[src/rtl/traffic_seq_pkg.sv]
// Shared types and constants for the traffic phase sequencer: phase encoding,
// io pin indices and the lamp pattern driven in each phase.
package traffic_seq_pkg;

  typedef enum logic [2:0] {
    ST_RED2      = 3'd0,
    ST_WALK      = 3'd1,
    ST_NS_GREEN  = 3'd2,
    ST_NS_YELLOW = 3'd3,
    ST_RED1      = 3'd4,
    ST_EW_GREEN  = 3'd5,
    ST_EW_YELLOW = 3'd6,
    ST_FLASH     = 3'd7
  } phase_e;

  localparam int IN_CLK   = 0;
  localparam int IN_RST   = 1;
  localparam int IN_PED   = 2;
  localparam int IN_NIGHT = 3;
  localparam int IN_FAST  = 4;

  localparam int IO_NS_RED    = 0;
  localparam int IO_NS_YELLOW = 1;
  localparam int IO_NS_GREEN  = 2;
  localparam int IO_EW_RED    = 3;
  localparam int IO_EW_YELLOW = 4;
  localparam int IO_EW_GREEN  = 5;
  localparam int IO_WALK      = 6;
  localparam int IO_HEARTBEAT = 7;

  localparam int LAMP_W = 7;

  localparam logic [LAMP_W-1:0] CODE_RED2      = 7'h09;
  localparam logic [LAMP_W-1:0] CODE_WALK      = 7'h49;
  localparam logic [LAMP_W-1:0] CODE_NS_GREEN  = 7'h0C;
  localparam logic [LAMP_W-1:0] CODE_NS_YELLOW = 7'h0A;
  localparam logic [LAMP_W-1:0] CODE_RED1      = 7'h09;
  localparam logic [LAMP_W-1:0] CODE_EW_GREEN  = 7'h21;
  localparam logic [LAMP_W-1:0] CODE_EW_YELLOW = 7'h11;
  localparam logic [LAMP_W-1:0] CODE_FLASH_ON  = 7'h12;
  localparam logic [LAMP_W-1:0] CODE_DARK      = 7'h00;

  // Phases where a pending pedestrian request is consumed or discarded.
  function automatic logic clears_ped(input phase_e s);
    return (s == ST_WALK) || (s == ST_FLASH);
  endfunction

endpackage

[src/rtl/tick_prescaler.sv]
// Free-running prescaler producing a one-cycle tick on counter wrap, or every
// cycle in fast mode; the counter MSB doubles as a visible heartbeat.
module tick_prescaler #(
  parameter int PRESCALE_W = 14
) (
  input  logic clk,
  input  logic reset,
  input  logic fast,
  output logic tick,
  output logic msb
);

  logic [PRESCALE_W-1:0] count;

  always_ff @(posedge clk) begin
    if (reset) begin
      count <= '0;
    end else begin
      count <= count + PRESCALE_W'(1);
    end
  end

  // Fast mode only overrides the tick; the counter keeps running for the heartbeat.
  assign tick = fast | (&count);
  assign msb  = count[PRESCALE_W-1];

endmodule

[src/rtl/traffic_phase_sequencer.sv]
// Two-way junction light sequencer with pedestrian walk and night flash,
// clocked from io_in[0] and advanced one phase-timer step per prescaler tick.
module traffic_phase_sequencer
  import traffic_seq_pkg::*;
#(
  parameter int PRESCALE_W   = 14,
  parameter int GREEN_TICKS  = 8,
  parameter int YELLOW_TICKS = 2,
  parameter int ALLRED_TICKS = 1,
  parameter int WALK_TICKS   = 4,
  parameter int PHASE_W      = 4
) (
  input  logic [7:0] io_in,
  output logic [7:0] io_out
);

  logic clk;
  logic rst;
  assign clk = io_in[IN_CLK];
  assign rst = io_in[IN_RST];

  logic [2:0] async_in;
  logic [2:0] sync_p0;
  logic [2:0] sync_p1;
  logic       ped_s;
  logic       night_s;
  logic       fast_s;
  logic       unused_in;

  assign async_in  = io_in[IN_FAST:IN_PED];
  assign unused_in = ^io_in[7:5];

  // Stage p0/p1: two-flop synchronizers, left unreset so they never gate startup.
  always_ff @(posedge clk) begin
    sync_p0 <= async_in;
    sync_p1 <= sync_p0;
  end

  assign ped_s   = sync_p1[0];
  assign night_s = sync_p1[1];
  assign fast_s  = sync_p1[2];

  logic tick;
  logic heartbeat;

  tick_prescaler #(
    .PRESCALE_W(PRESCALE_W)
  ) u_prescaler (
    .clk  (clk),
    .reset(rst),
    .fast (fast_s),
    .tick (tick),
    .msb  (heartbeat)
  );

  function automatic logic [PHASE_W-1:0] load_of(input phase_e s);
    case (s)
      ST_WALK:                     return PHASE_W'(WALK_TICKS - 1);
      ST_NS_GREEN, ST_EW_GREEN:    return PHASE_W'(GREEN_TICKS - 1);
      ST_NS_YELLOW, ST_EW_YELLOW:  return PHASE_W'(YELLOW_TICKS - 1);
      default:                     return PHASE_W'(ALLRED_TICKS - 1);
    endcase
  endfunction

  function automatic phase_e successor(input phase_e s, input logic ped_pending);
    case (s)
      ST_RED2:      return ped_pending ? ST_WALK : ST_NS_GREEN;
      ST_WALK:      return ST_NS_GREEN;
      ST_NS_GREEN:  return ST_NS_YELLOW;
      ST_NS_YELLOW: return ST_RED1;
      ST_RED1:      return ST_EW_GREEN;
      ST_EW_GREEN:  return ST_EW_YELLOW;
      ST_EW_YELLOW: return ST_RED2;
      default:      return ST_RED2;
    endcase
  endfunction

  phase_e               state;
  phase_e               state_n;
  logic [PHASE_W-1:0]   timer;
  logic [PHASE_W-1:0]   timer_n;
  logic                 flash;
  logic                 flash_n;
  logic                 ped_latch;
  logic                 ped_latch_n;

  always_ff @(posedge clk) begin
    if (rst) begin
      state     <= ST_RED2;
      timer     <= load_of(ST_RED2);
      flash     <= 1'b0;
      ped_latch <= 1'b0;
    end else begin
      state     <= state_n;
      timer     <= timer_n;
      flash     <= flash_n;
      ped_latch <= ped_latch_n;
    end
  end

  always_comb begin
    state_n     = state;
    timer_n     = timer;
    flash_n     = flash;
    ped_latch_n = ped_latch | ped_s;

    if (tick && night_s) begin
      // Night overrides any phase, including one that is expiring on this tick.
      state_n = ST_FLASH;
      timer_n = '0;
      flash_n = (state == ST_FLASH) ? ~flash : 1'b1;
    end else if (tick) begin
      if (state == ST_FLASH) begin
        state_n = ST_RED2;
        timer_n = load_of(ST_RED2);
      end else if (timer == '0) begin
        state_n = successor(state, ped_latch);
        timer_n = load_of(state_n);
      end else begin
        timer_n = timer - PHASE_W'(1);
      end
    end

    if (clears_ped(state) || clears_ped(state_n)) begin
      ped_latch_n = 1'b0;
    end
  end

  logic [LAMP_W-1:0] lamps;

  always_comb begin
    lamps = CODE_RED2;
    case (state)
      ST_RED2:      lamps = CODE_RED2;
      ST_WALK:      lamps = CODE_WALK;
      ST_NS_GREEN:  lamps = CODE_NS_GREEN;
      ST_NS_YELLOW: lamps = CODE_NS_YELLOW;
      ST_RED1:      lamps = CODE_RED1;
      ST_EW_GREEN:  lamps = CODE_EW_GREEN;
      ST_EW_YELLOW: lamps = CODE_EW_YELLOW;
      ST_FLASH:     lamps = flash ? CODE_FLASH_ON : CODE_DARK;
      default:      lamps = CODE_RED2;
    endcase
  end

  assign io_out = {heartbeat, lamps};

endmodule
[config.mk]
export PLATFORM = sky130hd
export DESIGN_NAME = traffic_phase_sequencer
export DESIGN_NICKNAME = d
export VERILOG_FILES = /design/src/rtl/traffic_seq_pkg.sv /design/src/rtl/tick_prescaler.sv /design/src/rtl/traffic_phase_sequencer.sv
export SDC_FILE = /design/constraint.sdc
export NUM_CORES = 1
export LEC_CHECK = 0
export ABC_AREA = 1
export ABC_CLOCK_PERIOD_IN_PS = 2200
export CORE_ASPECT_RATIO = 0.7
export CORE_MARGIN = 3
export CORE_UTILIZATION = 35
export DETAILED_ROUTE_END_ITERATION = 6
export HOLD_SLACK_MARGIN = 0.02
export PLACE_DENSITY = 0.63
export SYNTH_ARGS = -nofsm -noshare
export SYNTH_HDL_FRONTEND = slang
export SYNTH_SLANG_ARGS = --single-unit
[constraint.sdc]
create_clock -name io_in -period 2.2 [get_ports io_in]
set_input_delay 0.33 -clock io_in [delete_from_list [all_inputs] [get_ports io_in]]
set_output_delay 0.33 -clock io_in [all_outputs]
set_load 0.03 [all_outputs]
==> results.sh, run 1 <==
export IMPL_worstReg2RegEnd="ped_latch"
export IMPL_tns_ns=0
export IMPL_cellLeakagePower_nw=0.664
export IMPL_die_y_microns=59.9
export IMPL_die_x_microns=83.0
export IMPL_r2r_start="u_prescaler.count[0]"
export IMPL_fin_crit_sh_pct=94.2
export IMPL_overflow=0
export IMPL_num_nets_final=242
export IMPL_syn_to_final_growth_pct=31.9
export IMPL_cp_top_family="buffers and inverters"
export IMPL_fmax_mhz=483
export IMPL_fin_crit_ns=2.07
export IMPL_n_antenna_cell=0
export IMPL_dpl_worst_slack_ns=0.281
export IMPL_whs_path_depth=0
export IMPL_drive_above_1_share_pct=17.0
export IMPL_final_max_slew_viol_count=0
export IMPL_vias=1365
export IMPL_ys_ff_latch=29
export IMPL_synth_top_area_share_pct=40.0
export IMPL_detail_route_antenna_nets=0
export IMPL_avgSynthCellArea_sq_um=7.08
export IMPL_clkLatencyLatePin_ns=0.27
export IMPL_cts_hold_buf=0
export IMPL_seq_area_frac_synth_pct=40.0
export IMPL_ios=16
export IMPL_wl_per_cell_microns=11.5
export IMPL_fin_skew_ns=0.00628
export IMPL_grt_usage_pct=15.8
export IMPL_power_density_mw_per_mm2=1220
export IMPL_start_util_pct=38.8
export IMPL_mappedNetlistArea_sq_mm=0.00145
export IMPL_numPortBuffers=8
export IMPL_core_area_sq_mm=0.00374
export IMPL_grt_pass1_wl_microns=5670
export IMPL_cp_slowest_stage_delay_ns=0.67
export IMPL_crit_buf_inv=2
export IMPL_rsz0062_at_grt="false"
export IMPL_regToRegSetupSlack_ns=0.37
export IMPL_arrival_ns=1.74
export IMPL_cts_tree="built"
export IMPL_drtIter0Drc=170
export IMPL_ff2ff_path_depth=10
export IMPL_violations="negative hold slack"
export IMPL_die_area_sq_mm=0.00497
export IMPL_hold_path_class="clock port to flip-flop"
export IMPL_final_fill_count=389
export IMPL_cp_cell_sequence="nor2_1 > inv_1 > nor2_1 > clkdlybuf4s50_1"
export IMPL_syn_inst=205
export IMPL_vdd_drop_max_uv=618
export IMPL_post_route_drc_count=0
export IMPL_yosysWarnings=0
export IMPL_holdWs_ns=-0.254
export IMPL_gp_congestion=0.880
export IMPL_placementRows=18
export IMPL_critPathRequiredTime_ns=1.87
export IMPL_slew_headroom_pct=71.8
export IMPL_cp_end_kind="primary output"
export IMPL_critPathMaxFanout=10
export IMPL_maxCapViolCount=0
export IMPL_first_pass_iters=5
export IMPL_hold_violations=3
export IMPL_yosysUniqueCellTypes=30
export IMPL_worstHoldEndpoint="sync_p0[1]"
export IMPL_max_slew_worst_pin_slew_ns=0.421
export IMPL_status="finished with violations"
export IMPL_crit_path_top_delay_cell="clkdlybuf4s50_1"
export IMPL_clk_pin_slew_ns=0.07
export IMPL_dp_hpwl_microns=2190
export IMPL_hold_start="io_in[3]"
export IMPL_grt_start_max_net_pins=12
export IMPL_cp_common_cell="nor2_1"
export IMPL_antenna_found_initial=0
export IMPL_synth_nets=215
export IMPL_wl_microns=3290
export IMPL_avgViaCountPerCell=4.79
export IMPL_synth_area_leaders="dfxtp_1 40%, nand2_1 12%, nor2_1 8.0%, inv_1 4.9%, a21oi_1 4.5%"
export IMPL_cts_sinks=29
export IMPL_start_kind="flip-flop"
export IMPL_synth_top_area_cell="dfxtp_1"
export IMPL_setup_viol=0
export IMPL_critical_path_class="flip-flop to primary output"
export IMPL_grt_pass1_vias=1502
export IMPL_timing_final_ws_setup_ns=0.127
cells in the final DEF, fill, tap and decap left out, types with 2 or more instances in the layout:
cell type / count
ha_1: 2
nor2_1: 31
nor2_2: 5
dfxtp_1: 27
a211oi_2: 2
clkdlybuf4s50_1: 6
inv_2: 3
nand3_1: 13
clkbuf_16: 4
a21oi_1: 13
nand2_2: 2
clkbuf_8: 13
dfxtp_2: 2
nor3_1: 4
a211oi_1: 3
nand4_1: 3
xor2_1: 2
inv_1: 26
nor3b_2: 2
o21ai_0: 10
nand2_1: 47
cells by family after synthesis:
group / share of synthesized area, %
flip-flops: 40.0
adder cells (fa/ha/maj): 1.72
buffers and inverters: 8.28
XOR/XNOR: 1.21
AO/OA/AOI/OAI: 14.1
AND/OR/NAND/NOR: 34.7
through the flow:
| stage | std cells | area (sq um) | total power [mW] | utilization [%] |
|---|---|---|---|---|
| global route | 285 | 1910 | 2.51 | 51.2 |
| finish | 285 | 1910 | 2.33 | 51.2 |
| CTS | 285 | 1910 | 2.40 | 51.1 |
| global placement | 258 | 1560 | 0.871 | 41.8 |
| detailed placement | 258 | 1560 | 0.871 | 41.8 |
| floorplan | 205 | 1450 | 0.919 | - |
synthesized netlist by cell type:
cell type	count
nand2_1	47
nor2_1	31
dfxtp_1	29
inv_1	19
a21oi_1	13
nand3_1	13
o21ai_0	10
nor2_2	5
nor3_1	4
a211oi_1	3
buf_2	3
inv_2	3
nand4_1	3
a211oi_2	2
ha_1	2
nand2_2	2
nor3b_2	2
xor2_1	2
a22oi_1	1
buf_1	1
buf_4	1
buf_6	1
nand3_2	1
nor4_1	1
o2111ai_1	1
o21a_1	1
o21bai_4	1
or2_0	1
or2_2	1
or2_4	1
registers in the layout, summed over array words and instances, names as in the netlist:
signal             flops
flash                  1
ped_latch              1
state                  3
sync_p0                3
sync_p1                3
timer                  4
u_prescaler.count     14
final cells by class:
| type | instances | area (sq um) | share of cell area, % |
|---|---|---|---|
| clock buffers | 18 | 283 | 14.8 |
| repair buffers | 9 | 88.8 | 4.64 |
| well taps | 50 | 62.6 | 3.27 |
| clock inverters | 12 | 75.1 | 3.92 |
| multi-input cells | 148 | 751 | 39.2 |
| inverters | 19 | 71.3 | 3.73 |
| flip-flops and latches | 29 | 583 | 30.5 |
report_power, final:
part	switching, mW	internal [mW]
logic	0	0
clock network	0.647	1.10
registers	0	0.581
worst max-delay path by stage:
| stage | start | end | slack, ns | cells after the start |
|---|---|---|---|---|
| CTS | state[0] | io_out[1] | 0.08 | 3 |
| floorplan | state[2] | io_out[4] | 0.57 | 3 |
| global placement | state[2] | io_out[4] | 0.35 | 3 |
| global route | state[1] | io_out[6] | 0.02 | 4 |
| detailed placement | state[2] | io_out[4] | 0.28 | 3 |
| finish | state[2] | io_out[2] | 0.13 | 4 |
repair_timing:
action,CTS,global route
setup buffers,0,0
gates resized for setup,1,3
endpoints found under the setup margin,1,3
gates cloned,0,0
pin swaps,0,0
worst register-to-register path, stage by stage, from the launching register on:
cell and delay (ns):
dfxtp_1 0.35, ha_1 0.17, nand2_1 0.10, nor2_2 0.13
nand2_2 0.10, o21bai_4 0.32, nand2_2 0.18, nand3_1 0.16
nand3_1 0.09, nand2_1 0.08, nor2_1 0.04
routing by layer:
layer  vias up  wire length, microns  track usage [%]
li1        718                     -                -
met1       577                  1620             16.6
met2        55                  1250             14.6
met3        15                   342             14.9
met4         0                    81             21.2
met5         -                     0             1.01
Note: power is estimated with default switching activity, not from simulation.
==> inputs of run 2 (changes only) <==
CORE_UTILIZATION = 53   (was 35)
PLACE_DENSITY = 0.85   (was 0.63)
==> run 2 against run 1 <==
Against the previous run: the run still ends with negative hold slack left; register-to-register slack worse by 0.04 ns; flip-flop and latch count stayed put; total power is 0.49% lower; non-clock buffer count is 1 lower; die area is 31% lower; first-iteration DRC count is 11% lower; setup slack worse by 0.012 ns; via count is 8.9% higher; critical endpoint is now io_out[0]; largest cell class unchanged; largest power group unchanged.
==> results.sh, run 2 (synthesis gave the netlist of run 1 again) <==
export IMPL_status="finished with violations"
export IMPL_violations="negative hold slack"
export IMPL_critical_path_class="flip-flop to primary output"
export IMPL_clkLatencyLatePin_ns=0.28
export IMPL_critPathRequiredTime_ns=1.87
export IMPL_place_inst=241
export IMPL_r2r_start="u_prescaler.count[0]"
export IMPL_vias=1486
export IMPL_max_slew_worst_pin_slew_ns=0.452
export IMPL_detail_route_antenna_nets=0
export IMPL_critPathMaxFanout=10
export IMPL_largest_register_ffs=14
export IMPL_numPortBuffers=8
export IMPL_clockPowerShare_pct=74.9
export IMPL_use_met1_pct=24.5
export IMPL_ff2ff_path_depth=10
export IMPL_antenna_found_initial=0
export IMPL_fin_crit_ns=2.08
export IMPL_final_fill_count=176
export IMPL_post_cts_setup_buffers=0
export IMPL_final_common_cell="nand2_1"
export IMPL_grt_start_max_net_pins=14
export IMPL_crit_path_top_delay_cell="clkdlybuf4s50_1"
export IMPL_pwr_share_seq_pct=25.1
export IMPL_gp_congestion=0.953
export IMPL_regToRegSetupSlack_ns=0.33
export IMPL_fin_crit_sh_pct=94.7
export IMPL_largest_register="u_prescaler.count"
export IMPL_grt_usage_pct=25.4
export IMPL_final_max_slew_viol_count=0
export IMPL_hold_start="io_in[2]"
export IMPL_clk_pin_slew_ns=0.06
export IMPL_maxCapViolCount=0
export IMPL_start_kind="flip-flop"
export IMPL_avgViaCountPerCell=5.57
export IMPL_power_density_mw_per_mm2=1240
export IMPL_stdcell_count=267
export IMPL_placementRows=15
export IMPL_arrival_ns=1.75
export IMPL_setup_viol=0
export IMPL_wl_microns=3590
export IMPL_cts_sinks=29
export IMPL_worstHoldEndpoint="sync_p0[0]"
export IMPL_use_met2_pct=26.5
export IMPL_cp_top_family="buffers and inverters"
export IMPL_slew_headroom_pct=69.8
export IMPL_layout_common_cells="47 x nand2_1, 31 x nor2_1, 28 x dfxtp_1"
export IMPL_core_area_sq_mm=0.00253
export IMPL_hold_violations=3
export IMPL_wl_per_cell_microns=13.4
export IMPL_fmax_mhz=480
export IMPL_die_area_sq_mm=0.00341
export IMPL_die_y_microns=49.8
export IMPL_ios=16
export IMPL_cp_slowest_stage_delay_ns=0.69
export IMPL_p_sw_share_pct=29.1
export IMPL_vdd_drop_max_uv=953
export IMPL_n_antenna_cell=0
export IMPL_syn_to_final_growth_pct=29.4
export IMPL_cts_tree="built"
export IMPL_combPwrFrac_pct=0
export IMPL_grt_pass1_vias=1617
export IMPL_hold_path_class="clock port to flip-flop"
export IMPL_start_util_pct=57.3
export IMPL_overflow=0
export IMPL_fin_skew_ns=0.00342
export IMPL_tns_ns=0
export IMPL_rsz0062_at_grt="false"
export IMPL_worstReg2RegEnd="ped_latch"
export IMPL_crit_buf_inv=2
export IMPL_cp_end_kind="primary output"
export IMPL_cellLeakagePower_nw=0.706
export IMPL_post_route_drc_count=0
export IMPL_dp_hpwl_microns=2060
export IMPL_drive_above_1_share_pct=15.9
export IMPL_use_met3_pct=24.4
export IMPL_grt_busiest_layer="met4"
export IMPL_holdWs_ns=-0.259
export IMPL_num_nets_final=241
export IMPL_whs_path_depth=0
export IMPL_p_sw_mw=0.675
export IMPL_die_x_microns=68.5
export IMPL_first_pass_iters=4
export IMPL_drtIter0Drc=151
export IMPL_reg_top3="u_prescaler.count x14, timer x4"
export IMPL_p_int_mw=1.65
export IMPL_grt_pass1_wl_microns=5960
export IMPL_cp_cell_sequence="inv_2 > o21ai_0 > clkdlybuf4s50_1"
[run 2: worst max-delay path by stage]
stage	from	end	slack (ns)	cells past startpoint
2_1_floorplan	state[2]	io_out[4]	0.57	3
3_3_place_gp	state[1]	io_out[6]	0.35	4
3_5_place_dp	state[1]	io_out[4]	0.33	3
4_1_cts	state[1]	io_out[4]	0.02	3
5_1_grt	state[2]	io_out[0]	0.008	3
6_report	state[2]	io_out[0]	0.12	3
[run 2: per-stage QoR]
step | cell area, sq um | setup slack (ns) | utilization (%) | total power [mW]
5_1_grt | 1880 | 0.00816 | 74.1 | 2.48
4_1_cts | 1870 | 0.0224 | 73.7 | 2.37
2_1_floorplan | 1450 | 0.566 | - | 0.919
3_3_place_gp | 1540 | 0.350 | 60.6 | 0.871
3_5_place_dp | 1540 | 0.327 | 60.6 | 0.871
6_report | 1880 | 0.116 | 74.1 | 2.32
[run 2: final cells by class]
cell class              instances  area, sq um  area share (%)
clock buffers                  17          269            14.3
repair buffers                  8         90.1            4.80
clock inverters                12         72.6            3.86
multi-input cells             148          751            40.0
inverters                      19         71.3            3.80
flip-flops and latches         29          582            31.0
well taps                      34         42.5            2.27
[run 2: power by group through the flow]
stage | clock network, mW | logic [mW] | registers, mW
floorplan | 0.321 | 0.000000131 | 0.597
global placement | 0.274 | 0.000000130 | 0.597
detailed placement | 0.274 | 0.000000130 | 0.597
CTS | 1.79 | 0.000000130 | 0.582
global route | 1.90 | 0.000000205 | 0.581
finish | 1.74 | 0.000000205 | 0.582
[run 2: timing repair]
item	in CTS	in global routing
gates resized for setup	0	5
setup endpoints to repair	0	4
hold buffers	0	0
[run 2: routing by layer]
layer  up-vias  wire (microns)
li1        717               -
met1       652            1450
met2        93            1540
met3        24             428
met4         0             171
met5         -               0
